[config.mk]
export PLATFORM = sky130hd
export DESIGN_NAME = uart_rx_fifo
export DESIGN_NICKNAME = d
export VERILOG_FILES = /design/src/rtl/uart_rx_fifo.sv
export SDC_FILE = /design/constraint.sdc
export NUM_CORES = 1
export LEC_CHECK = 0
export ABC_AREA = 1
export CAP_MARGIN = 20
export CORE_MARGIN = 1
export CORE_UTILIZATION = 45
export CTS_CLUSTER_SIZE = 30
export DETAILED_ROUTE_END_ITERATION = 12
export PLACE_DENSITY = 0.68
export SLEW_MARGIN = 20
export SYNTH_ARGS = -nofsm -noshare
export SYNTH_HDL_FRONTEND = slang
export SYNTH_SLANG_ARGS = --single-unit
[constraint.sdc]
create_clock -name clk -period 2.7 [get_ports clk]
set_input_delay 0.27 -clock clk [delete_from_list [all_inputs] [get_ports clk]]
set_output_delay 0.27 -clock clk [all_outputs]
set_load 0.05 [all_outputs]
[src/rtl/uart_rx_fifo.sv]
// Byte FIFO behind uart_rx. Each rising edge of uart_ready is one write.
// It has a first-word-fall-through read port, occupancy outputs and a sticky overflow flag.
module uart_rx_fifo #(
  parameter int DEPTH_LOG2 = 4
) (
  input  logic                clk,
  input  logic                reset,
  input  logic [7:0]          uart_data,
  input  logic                uart_ready,
  input  logic                rd_en,
  output logic [7:0]          rd_data,
  output logic                rd_valid,
  output logic                full,
  output logic [DEPTH_LOG2:0] count,
  output logic                overflow,
  input  logic                ovf_clr
);

  localparam int                    DEPTH    = 1 << DEPTH_LOG2;
  localparam logic [DEPTH_LOG2:0]   CNT_FULL = (DEPTH_LOG2 + 1)'(DEPTH);
  localparam logic [DEPTH_LOG2:0]   CNT_ONE  = (DEPTH_LOG2 + 1)'(1);
  localparam logic [DEPTH_LOG2-1:0] PTR_ONE  = DEPTH_LOG2'(1);

  logic [7:0]            mem_q [DEPTH];
  logic [DEPTH_LOG2-1:0] wr_ptr_q, wr_ptr_d;
  logic [DEPTH_LOG2-1:0] rd_ptr_q, rd_ptr_d;
  logic [DEPTH_LOG2:0]   count_q, count_d;
  logic                  ready_q;
  logic                  overflow_q, overflow_d;

  logic wr_evt;
  logic pop;
  logic push;
  logic ovf_set;
  logic is_full;
  logic is_empty;

  always_comb begin
    is_full    = (count_q == CNT_FULL);
    is_empty   = (count_q == '0);
    wr_evt     = uart_ready & ~ready_q;
    pop        = rd_en & ~is_empty;
    // A pop on the same edge frees the slot that a write into a full FIFO needs.
    push       = wr_evt & (~is_full | pop);
    ovf_set    = wr_evt & is_full & ~pop;

    wr_ptr_d   = wr_ptr_q;
    rd_ptr_d   = rd_ptr_q;
    count_d    = count_q;
    overflow_d = overflow_q;

    if (push) begin
      wr_ptr_d = wr_ptr_q + PTR_ONE;
    end
    if (pop) begin
      rd_ptr_d = rd_ptr_q + PTR_ONE;
    end

    case ({push, pop})
      2'b10:   count_d = count_q + CNT_ONE;
      2'b01:   count_d = count_q - CNT_ONE;
      default: count_d = count_q;
    endcase

    if (ovf_clr) begin
      overflow_d = 1'b0;
    end
    if (ovf_set) begin
      overflow_d = 1'b1;
    end
  end

  // ready_q resets high so that a ready level already present at release is not taken as a write.
  always_ff @(posedge clk or posedge reset) begin
    if (reset) begin
      wr_ptr_q   <= '0;
      rd_ptr_q   <= '0;
      count_q    <= '0;
      ready_q    <= 1'b1;
      overflow_q <= 1'b0;
    end else begin
      wr_ptr_q   <= wr_ptr_d;
      rd_ptr_q   <= rd_ptr_d;
      count_q    <= count_d;
      ready_q    <= uart_ready;
      overflow_q <= overflow_d;
    end
  end

  always_ff @(posedge clk) begin
    if (push) begin
      mem_q[wr_ptr_q] <= uart_data;
    end
  end

  assign rd_data  = mem_q[rd_ptr_q];
  assign rd_valid = ~is_empty;
  assign full     = is_full;
  assign count    = count_q;
  assign overflow = overflow_q;

endmodule

==> out/qor.txt, run 1 <==
Synth Area in Adders - 1.94%
Min-Delay Path Class - primary input to asynchronous set/reset pin
Ranking of synthesized cells by area - edfxtp_1 62%, dfrtp_1 5.6%, inv_1 5.0%, nand3_1 4.0%, o211ai_1 3.9%
Final Hold Fails - 0
Clk_lat worst skew - 420 ps
RSZ-0062 raised after global routing - no
First-pass DRT Iterations - 4
Simple-Gate Fraction of Synth Area - 11.4%
CTS Buffer Depth - 2
Critical path type - flop to output port
Worst-margin pin slew - 760 ps
Total length of routed met3 wires - 807 um
Fmax - 0.404 GHz
Yosys top cell by area - edfxtp_1
Global Route Usage Sum - 20.0%
Htree depth - 4
Commonest non-fill, non-tap cell in the layout - edfxtp_1
XOR/XNOR share of the synthesized area - 1.39%
Resized cells post-CTS - 0
Outcome - finished, final reports clean
Vias in the first global route - 3,808
WP data arrival - 2200 ps
Slew headroom - 49.2%
# diodes - 0
Area delta synth->final - 20.1%
Area post-placement - 6850 sq um
Max IR drop VDD - 0.755 mV
Syn Inst Count - 519
Layout cells sized above 1 - 13.7%
Crit path cell chain - buf_12 -> a21oi_1 -> o21ai_0 -> nand3_1 -> nand3_1 -> nand2_1 -> buf_12
Clk pin slew, worst setup/hold paths - 60 ps
Post-synthesis mux area share - 0%
Tmin final - 2470 ps
Final setup viols - 0
Yosys reg bits - 143
Register area share after synthesis - 68.0%
Full die area - 14,300 sq um
Die X - 119 um
First DRT Iteration DRCs - 530
Starting Density - 46.5%
Syn avg cell area - 12.0 sq um
Setup Buffers After CTS - 0
Port bufs - 28
GPL Wtd Cong - 0.761
Core ar. - 13,300 sq um
Power Density - 1150 nW/um^2
CP max-delay cell - dfrtp_4
Worst Setup End Kind - output port
Synth Area in Compound Gates - 10.0%
Largest net degree at the start of global routing - 79
Routed wire length - 13.0 mm
HPWL Detailed - 8.32 mm
Warnings from Yosys - 0
Post-synth top area share - 62.0%
Rows - 42
Met1 WL - 5.49 mm
DR top layer - met4
First-pass GRT wire length - 21.0 mm
DRC - 0
Die Span Y - 119 um
Pleak - 2.88 nW
Layout Skew - 10.2 ps
Fill cells - 1,096
Maxcap violations - 0
Slew Limit Fails - 0
CTS Sinks - 143
Main combinational cell family by area after synthesis - simple AND/OR/NAND/NOR gates
Root Buffer - clkbuf_16
CP Launch Type - flop
Count of cell types in the netlist - 30
Most frequent cells in the layout - 128 x edfxtp_1, 83 x inv_1, 54 x nand2_1, 50 x nand3_1, 38 x o21ai_0
Synth Net Count - 541
Post-route ant nets - 0
CTS tree - done
Slowest stage delay, CP - 660 ps
Metal2 WL - 6.48 mm
IO Pins - 29
CTS buffer count - 17
Hold_buf cts - 0
Fin crit share - 91.7%
DR WL/cell - 17.3 um
Final instance area - 7450 sq um
WP data required - 2430 ps
Worst Path Max Fanout - 78
Gr ovfl total - 0
Via count - 3,873
Initial antenna violation count - 0
Fin nets - 586
Syn Std Cell Area - 6200 sq um
TNS Setup - 0 ps
Vias per inst - 5.14
[synth_stat cells, drive strengths merged]
cell	n
ha	8
nor2	22
a21o	1
edfxtp	128
xnor2	2
a21oi	37
dfstp	1
xor2	7
fa	1
nand2	60
o211ai	32
o21ai	38
buf	19
clkbuf	6
clkinv	2
inv	84
dfrtp	14
nand4	1
nand3	54
nor3	2
[per-layer routing]
metal  global-route usage (%)  vias up
li1                         -     1890
met1                     26.7     1848
met2                     31.6      118
met3                     5.17       17
met4                     7.27        0
met5                        0        -
[final cells by class]
type / instances / area (sq um) / share of cell area [%]
Tap cell: 176 / 220 / 2.96
Timing Repair Buffer: 51 / 546 / 7.32
Inverter: 86 / 323 / 4.33
Clock buffer: 25 / 515 / 6.92
Sequential cell: 143 / 4230 / 56.7
Clock inverter: 7 / 82.6 / 1.11
Multi-Input combinational cell: 265 / 1540 / 20.6
[state kept, by name (all words and copies together) (netlist names)]
signal / cells
overflow: 1
count: 5
wr_ptr_q: 4
mem_q: 128
rd_ptr_q: 4
ready_q: 1
[cells by family (layout without fill, tap and decap cells)]
group           Yosys count  in the layout
flops                   143            143
simple gates            139            139
buf+inv                 111            169
xor+xnor                  9              9
compound gates          108            108
fa+ha+maj                 9              9
[path summary, 6_finish.rpt]
| check | start | end | slack, ps | cells after the start |
|---|---|---|---|---|
| min in group clk | uart_ready | ready_q | 280 | 1 |
| hold reg to reg | overflow | overflow | 540 | 2 |
| setup reg to reg | ready_q | count[4] | 550 | 11 |
| setup / recovery | rd_ptr_q[0] | rd_data[6] | 230 | 7 |
| hold / removal | reset | count[1] | 230 | 2 |
| max in group asynchronous | reset | rd_ptr_q[0] | 2000 | 2 |
[report_power, final]
part	switching (mW)	total, mW	internal (mW)
sequential	0.299	2.91	2.61
combinational	2.06	3.33	1.27
clock	0.817	2.31	1.50
[metrics by stage]
stage	setup slack, ps	cells	hold WS (ps)	total power [mW]	utilization [%]
after global routing	74.4	753	278	9.00	55.8
after CTS	206	753	246	8.61	55.8
after floorplan	364	519	171	4.99	-
final	225	753	229	8.55	55.8
after detailed placement	161	721	537	6.28	51.3
after global placement	312	721	517	6.19	51.3
[critical path: cells and delay by family (launching register included)]
kind / cells / cell delay (ps)
flops: 1 / 660
buf+inv: 2 / 480
simple gates: 3 / 400
compound gates: 2 / 210
(Power assumes the default switching activity.)
==> inputs of run 2 (changes only) <==
--- a/config.mk
+++ b/config.mk
@@ -12,4 +12,5 @@
 export CTS_CLUSTER_SIZE = 30
 export DETAILED_ROUTE_END_ITERATION = 12
+export GPL_TIMING_DRIVEN = 0
 export PLACE_DENSITY = 0.68
 export SLEW_MARGIN = 20
==> constraint.sdc (replaced) <==
create_clock -name clk -period 2.7 [get_ports clk]
set_input_delay 0.405 -clock clk [delete_from_list [all_inputs] [get_ports clk]]
set_output_delay 0.405 -clock clk [all_outputs]
set_load 0.05 [all_outputs]
==> run 2 against run 1 <==
  * Combinational power shrank 5%
  * First-iteration DRC count shrank 27%
  * Clock skew shrank 3.4 ps
  * Die area is the same
  * Clock power is essentially flat
  * Critical path depth grew 1
  * Fmax shrank 5.1%
  * Cell count grew 0.27%
  * Clock-buffer cell count shrank 7
  * Total power shrank 3.6%
  * Non-clock buffer count grew 2
  * Largest cell class unchanged
==> out/qor.txt, run 2 (same netlist as run 1, synthesis figures left out) <==
Outcome - finished, final reports clean
Power Density - 1140 nW/um^2 (-1.1%)
DRC - 0 (unchanged)
Most frequent cells in the layout - 128 x edfxtp_1, 83 x inv_1, 54 x nand2_1, 50 x nand3_1, 38 x o21ai_0
Htree depth - 4 (unchanged)
Global Route Usage Sum - 22.0% (+2.0 points)
Fin nets - 588 (+0.34%)
HPWL Detailed - 9.73 mm (+17%)
Internal cell power - 4.97 mW (-7.7%)
Switch Pwr - 3.28 mW (+3.4%)
WP data required - 2300 ps (-130 ps)
Final setup viols - 0 (unchanged)
Pleak - 2.78 nW (-3.4%)
FF-to-FF Start - ready_q
# diodes - 0 (unchanged)
Switch share - 39.8% (+2.7 points)
Starting Density - 46.5% (unchanged)
Resized cells post-CTS - 24 (+24)
Via count - 3,922 (+1.3%)
Worst Path Max Fanout - 10 (-87%)
Sequential share of power - 33.4% (-0.7 points)
First-pass GRT wire length - 22.4 mm (+6.8%)
Worst-margin pin slew - 981 ps (+221 ps)
Core ar. - 13,300 sq um (unchanged)
Fill cells - 1,176 (+7.3%)
Slew Limit Fails - 0 (unchanged)
Layout cells sized above 1 - 12.8% (-0.91 points)
WP data arrival - 2200 ps (about the same)
Worst Setup End Kind - output port
Port bufs - 28 (unchanged)
Clk pin slew, worst setup/hold paths - 60 ps (about the same)
First DRT Iteration DRCs - 387 (-27%)
Fin crit share - 96.6% (+5.0 points)
Vias in the first global route - 3,876 (+1.8%)
Die Span Y - 119 um (unchanged)
Reg with most FFs - mem_q
CTS Buffer Depth - 2 (unchanged)
Hold_buf cts - 0 (unchanged)
Final instance area - 7260 sq um (-2.5%)
Layout Skew - 6.82 ps (-3.42 ps)
Fmax - 0.383 GHz (-5.1%)
R2R Path End - mem_q[8][2]
RSZ-0062 raised after global routing - no
CTS buffer count - 17 (unchanged)
GPL Wtd Cong - 0.966 (+27%)
Final Hold Fails - 0 (unchanged)
R2R cell count - 5 (-6)
Setup Buffers After CTS - 0 (unchanged)
Tmin final - 2610 ps (+134 ps)
Vias per inst - 5.19 (+1.0%)
DR WL/cell - 19.2 um (+11%)
Final Util - 54.4% (-1.4 points)
Largest net degree at the start of global routing - 17 (-78%)
Commonest non-fill, non-tap cell in the layout - edfxtp_1
Clock share of power - 28.0% (+1.0 points)
Clk_lat worst skew - 420 ps (about the same)
Critical path type - flop to output port
CTS Sinks - 143 (unchanged)
Area delta synth->final - 17.1%
Die X - 119 um (unchanged)
Comb power frac - 38.6% (-0.3 points)
Gr ovfl total - 0 (unchanged)
Maxcap violations - 0 (unchanged)
Slew headroom - 34.1% (-15 points)
Initial antenna violation count - 0 (unchanged)
CP Launch Type - flop
Register area - 4220 sq um (-0.12%)
Rows - 42 (unchanged)
First-pass DRT Iterations - 5 (+1)
Post-route ant nets - 0 (unchanged)
Max IR drop VDD - 0.731 mV (-3.1%)
Routed wire length - 14.5 mm (+12%)
Number of flip-flops under the largest register name - 128 (unchanged)
Overall power - 8.25 mW (-3.6%)
R2R setup slack - 550 ps (about the same)
Area post-placement - 6700 sq um (-2.2%)
Multi-input gate area - 1540 sq um (+0.33%)
IO Pins - 29 (unchanged)
Full die area - 14,300 sq um (unchanged)
Root Buffer - clkbuf_16
Min-Delay Path Class - primary input to asynchronous set/reset pin
CTS tree - done
run 2: worst max-delay path by stage:
stage                startpoint           to  slack (ps)  cells past startpoint
floorplan              count[4]     count[4]         360                     11
global placement     uart_ready  mem_q[3][5]         -30                      7
detailed placement   uart_ready  mem_q[3][5]         -20                      7
CTS                 rd_ptr_q[1]   rd_data[1]          60                      7
global route        rd_ptr_q[0]   rd_data[0]          10                      8
finish              rd_ptr_q[0]   rd_data[5]          90                      8
run 2: power groups by stage:
| stage | combinational, mW | clock, mW | sequential, mW |
|---|---|---|---|
| final | 3.18 | 2.31 | 2.75 |
| after detailed placement | 3.25 | 0 | 2.79 |
| after CTS | 3.23 | 2.33 | 2.75 |
| after global placement | 3.19 | 0 | 2.79 |
| after floorplan | 2.09 | 0 | 2.90 |
| after global routing | 3.46 | 2.42 | 2.77 |
run 2: area by class of cell:
cell class,count,share of cell area [%]
Multi-Input combinational cell,265,21.2
Timing Repair Buffer,28,3.48
Inverter,86,4.45
Clock inverter,14,2.05
Clock buffer,18,5.91
Tap cell,176,3.03
Sequential cell,143,58.1
Buffer,25,1.72
run 2: critical path, cell delays in order, from the launching register on:
cell,delay [ps]
dfrtp_1,420
buf_4,190
buf_4,170
a21oi_1,130
o21ai_0,160
nand3_1,170
nand3_1,100
nand2_1,70
clkdlybuf4s15_2,360
run 2: routing by layer:
| layer | share of wire [%] | GRT usage (%) |
|---|---|---|
| met3 | 6.2 | 5.03 |
| met1 | 43 | 29.0 |
| met5 | 0 | 0 |
| met2 | 48 | 34.9 |
| met4 | 2.7 | 9.53 |
run 2: metrics by stage:
step | cells | setup TNS (ps) | hold WS [ps] | setup slack [ps]
final | 755 | 0 | 381 | 91.0
after global routing | 755 | 0 | 421 | 11.9
after CTS | 755 | 0 | 384 | 60.0
after detailed placement | 723 | -332 | 531 | -22.1
after global placement | 723 | -331 | 517 | -31.8
after floorplan | 519 | 0 | 306 | 364
==> inputs of run 3 (changes only) <==
SETUP_SLACK_MARGIN = 0.1   (was not set)
==> run 3 against run 2 <==
  * Cell area is the same
  * Clock skew grew 2.9 ps
  * Wire length is 0.30% lower
  * Largest power group unchanged
  * Fmax increased by 3.6%
  * Largest cell class unchanged
  * Clock-buffer cell count is the same
  * Total power is essentially flat
  * Critical endpoint unchanged
  * Sequential share of layout area stayed put
  * Setup slack better by 90 ps
==> out/qor.txt, run 3 (same netlist as run 1, synthesis figures left out) <==
Outcome - finished, final reports clean
Pleak - 2.78 nW (about the same)
Most frequent cells in the layout - 128 x edfxtp_1, 83 x inv_1, 54 x nand2_1, 50 x nand3_1, 38 x o21ai_0
CP Launch Type - flop
HPWL Detailed - 9.73 mm (unchanged)
Global Route Usage Sum - 22.0% (about the same)
Fin nets - 588 (unchanged)
Worst Path Max Fanout - 10 (unchanged)
Post-route ant nets - 0 (unchanged)
Hold_buf cts - 0 (unchanged)
Layout cells sized above 1 - 12.8% (unchanged)
CTS Sinks - 143 (unchanged)
CTS buffer count - 17 (unchanged)
Met1 Usage GRT - 29.1% (+0.096 points)
Reg with most FFs - mem_q
Commonest non-fill, non-tap cell in the layout - edfxtp_1
Area delta synth->final - 17.1% (unchanged)
Gr ovfl total - 0 (unchanged)
Area post-placement - 6700 sq um (unchanged)
Final instance area - 7260 sq um (unchanged)
Met2 GRT Util - 34.8% (-0.15 points)
WP data arrival - 2110 ps (-90 ps)
CTS tree - done
Number of flip-flops under the largest register name - 128 (unchanged)
Final setup viols - 0 (unchanged)
Port bufs - 28 (unchanged)
Setup Buffers After CTS - 0 (unchanged)
Worst-margin pin slew - 981 ps (+0.307 ps)
TNS Setup - 0 ps (unchanged)
Setup ws final - 181 ps (+89.8 ps)
Vias per inst - 5.20 (+0.15%)
Worst Setup End Kind - output port
Met3 Usage GRT - 5.03% (unchanged)
Final Hold Fails - 0 (unchanged)
Htree depth - 4 (unchanged)
CTS Buffer Depth - 2 (unchanged)
Clk pin slew, worst setup/hold paths - 60 ps (about the same)
# diodes - 0 (unchanged)
WP data required - 2300 ps (about the same)
Slew Limit Fails - 0 (unchanged)
Initial antenna violation count - 0 (unchanged)
GPL Wtd Cong - 0.966 (unchanged)
Fmax - 0.397 GHz (+3.6%)
Tmin final - 2520 ps (-89.8 ps)
Via count - 3,928 (+0.15%)
Hold Slack - 386 ps (+4.48 ps)
IO Pins - 29 (unchanged)
Overall power - 8.25 mW (about the same)
Root Buffer - clkbuf_16
Critical path type - flop to output port
DRC - 0 (unchanged)
Die Span Y - 119 um (unchanged)
Slew headroom - 34.1% (about the same)
Layout Skew - 9.76 ps (+2.94 ps)
Largest net degree at the start of global routing - 17 (unchanged)
Power Density - 1140 nW/um^2 (about the same)
Global routing's busiest layer - met2
First DRT Iteration DRCs - 440 (+14%)
RSZ-0062 raised after global routing - yes
Vias in the first global route - 3,862 (-0.36%)
First-pass DRT Iterations - 5 (unchanged)
Fill cells - 1,181 (+0.43%)
Die X - 119 um (unchanged)
Full die area - 14,300 sq um (unchanged)
Maxcap violations - 0 (unchanged)
First-pass GRT wire length - 22.4 mm (-0.22%)
Fin crit share - 93.3% (-3.3 points)
Starting Density - 46.5% (unchanged)
Min-Delay Path Class - primary input to asynchronous set/reset pin
Max IR drop VDD - 0.733 mV (+0.15%)
Routed wire length - 14.5 mm (-0.30%)
DR WL/cell - 19.1 um (-0.30%)
Rows - 42 (unchanged)
Clk_lat worst skew - 420 ps (about the same)
Dpl ws - -22.1 ps (unchanged)
Core ar. - 13,300 sq um (unchanged)
## run 3: area by class of cell
| class | count | area (sq um) | share of cell area [%] |
|---|---|---|---|
| multi-input cells | 265 | 1540 | 21.2 |
| flip-flops and latches | 143 | 4220 | 58.1 |
| inverters | 86 | 323 | 4.45 |
| clock buffers | 18 | 429 | 5.91 |
| plain buffers | 25 | 130 | 1.79 |
| repair buffers | 28 | 248 | 3.41 |
| well taps | 176 | 220 | 3.03 |
| clock inverters | 14 | 149 | 2.05 |
## run 3: worst paths after layout
path | from | slack [ps] | end | cells after the start
max | rd_ptr_q[0] | 180 | rd_data[5] | 8
min | reset | 390 | overflow | 2
max reg2reg | ready_q | 550 | mem_q[8][2] | 5
min reg2reg | overflow | 530 | overflow | 2
max in group asynchronous | reset | 1870 | count[0] | 2
min in group clk | uart_ready | 420 | ready_q | 1
## run 3: critical path: stages (launching register included)
cell and delay [ps]:
dfrtp_1 420, buf_4 190, buf_4 170, a21oi_1 130, o21ai_0 160, nand3_1 180
nand3_1 100, nand2_1 70, buf_2 250
## run 3: timing repair
action	4_1_cts	5_1_grt
resized for setup	35	11
endpoints found under the setup margin	8	7
hold endpoints to repair	0	0
## run 3: metal layers
layer | share of wire [%] | vias to the layer above
li1 | - | 1897
met1 | 43 | 1880
met2 | 48 | 130
met3 | 6.1 | 21
met4 | 2.8 | 0
met5 | 0 | -
## run 3: power by group
part	internal (mW)	switching (mW)
Combinational	0.934	2.25
Sequential	2.61	0.144
Clock	1.43	0.877
## run 3: stage by stage
step | utilization, % | instances
after global routing | 54.4 | 755
after global placement | 50.2 | 723
after detailed placement | 50.2 | 723
after floorplan | - | 519
final | 54.4 | 755
after CTS | 54.4 | 755
==> patch, RTL diff (config.mk and constraints of run 1) <==
Set the parameter `DEPTH_LOG2` to 3 (it was 4).
--- a/src/rtl/uart_rx_fifo.sv
+++ b/src/rtl/uart_rx_fifo.sv
@@ -1,7 +1,7 @@
 // Byte FIFO behind uart_rx. Each rising edge of uart_ready is one write.
 // It has a first-word-fall-through read port, occupancy outputs and a sticky overflow flag.
 module uart_rx_fifo #(
-  parameter int DEPTH_LOG2 = 4
+  parameter int DEPTH_LOG2 = 3
 ) (
   input  logic                clk,
   input  logic                reset,
Ports: changed (resized count); port bits go from 29 to 28. The function was not compared with the original's and may differ.
==> patch against run 1 <==
Setup slack better by 0.11 ns. Sequential share of layout area is 1.0 points higher. Design area is 48% lower. Area after synthesis is 48% lower. Routed wire length is 50% lower. Sequential cell count is 67 lower. Highest routed layer unchanged. Power is 47% lower. Register-to-register slack better by 0.14 ns.
==> patch: results (changes against run 1) <==
{
  "result_of_the_run": {"value": "completed", "change": "unchanged"},
  "share_clk_of_total_power": {"value": 17.7, "unit": "%", "change": "was 27.0%"},
  "setup_slack_at_placement": {"value": 0.453, "unit": "ns", "change": "was 0.161 ns"},
  "p_switching": {"value": 1.89, "unit": "mW", "change": "was 3.17 mW"},
  "flops_and_latches": {"value": 76, "change": "was 143"},
  "reg2reg_from": {"value": "count[0]", "change": "was ready_q"},
  "detailedPlacementHpwl": {"value": 4.46, "unit": "mm", "change": "was 8.32 mm"},
  "sequential_to_total_area_share_from_yosys_stat": {"value": 69.6, "unit": "%", "change": "was 68.0%"},
  "synth_edf_count": {"value": 64, "change": "was 128"},
  "signal_inverters": {"value": 18, "change": "was 86"},
  "grtUsageMet3": {"value": 4.00, "unit": "%", "change": "was 5.17%"},
  "number_of_nets_in_the_synthesized_netlist": {"value": 288, "change": "was 541"},
  "hold_slack": {"value": 0.240, "unit": "ns", "change": "was 0.229 ns"},
  "worstMarginPinSlew": {"value": 0.558, "unit": "ns", "change": "was 0.760 ns"},
  "async_reset_ff_share": {"value": 15.8, "unit": "%", "change": "was 10.5%"},
  "fin_util": {"value": 56.4, "unit": "%", "change": "was 55.8%"},
  "critical_path.slowest_cell": {"value": "sky130_fd_sc_hd__inv_1", "change": "was sky130_fd_sc_hd__dfrtp_4"},
  "buffer_ports.inserted": {"value": 27, "change": "was 28"},
  "n_all_buffers": {"value": 38, "change": "was 51"},
  "clock_cell_area_share": {"value": 4.52, "unit": "%", "change": "was 8.03%"},
  "num-multi-input-gates": {"value": 169, "change": "was 265"},
  "gp_congestion": {"value": 0.903, "change": "was 0.761"},
  "viasPerCell": {"value": 5.16, "change": "was 5.14"},
  "met1Wirelength": {"value": 3.04, "unit": "mm", "change": "was 5.49 mm"},
  "grt_max_degree": {"value": 24, "change": "was 79"},
  "vdd_ir_drop_max": {"value": 613, "unit": "uV", "change": "was 755 uV"},
  "rr_endpoint": {"value": "mem_q[1][1]", "change": "was count[4]"},
  "route.met2.wl": {"value": 3.02, "unit": "mm", "change": "was 6.48 mm"}
}
-- patch: cell types whose count changed in the layout (fill, tap and decap cells not counted), sizes merged, moves of 13 or more --
| cell | run 1 | this run |
|---|---|---|
| edfxtp | 128 | 64 |
| clkbuf | 25 | 12 |
| nor2 | 22 | 68 |
| nand2 | 60 | 29 |
| nand3 | 54 | 5 |
| o211ai | 32 | 0 |
| inv | 84 | 17 |
| a21oi | 37 | 1 |
-- patch: power by group through the flow --
stage	clock network (mW)	registers, mW	logic [mW]
after global placement	0	1.54	2.20
after floorplan	0	1.64	1.31
after detailed placement	0	1.54	2.21
final	0.800	1.51	2.20
after CTS	0.816	1.51	2.21
after global routing	0.868	1.53	2.38
-- patch: kinds of logic (layout without fill, tap and decap cells) --
family	after synthesis	count (layout)	share of synthesized area, %
simple gates	106	106	15.1
fa+ha+maj	3	3	1.17
xor+xnor	6	6	1.64
buf+inv	27	71	3.29
flops	76	76	69.6
compound gates	54	54	9.20
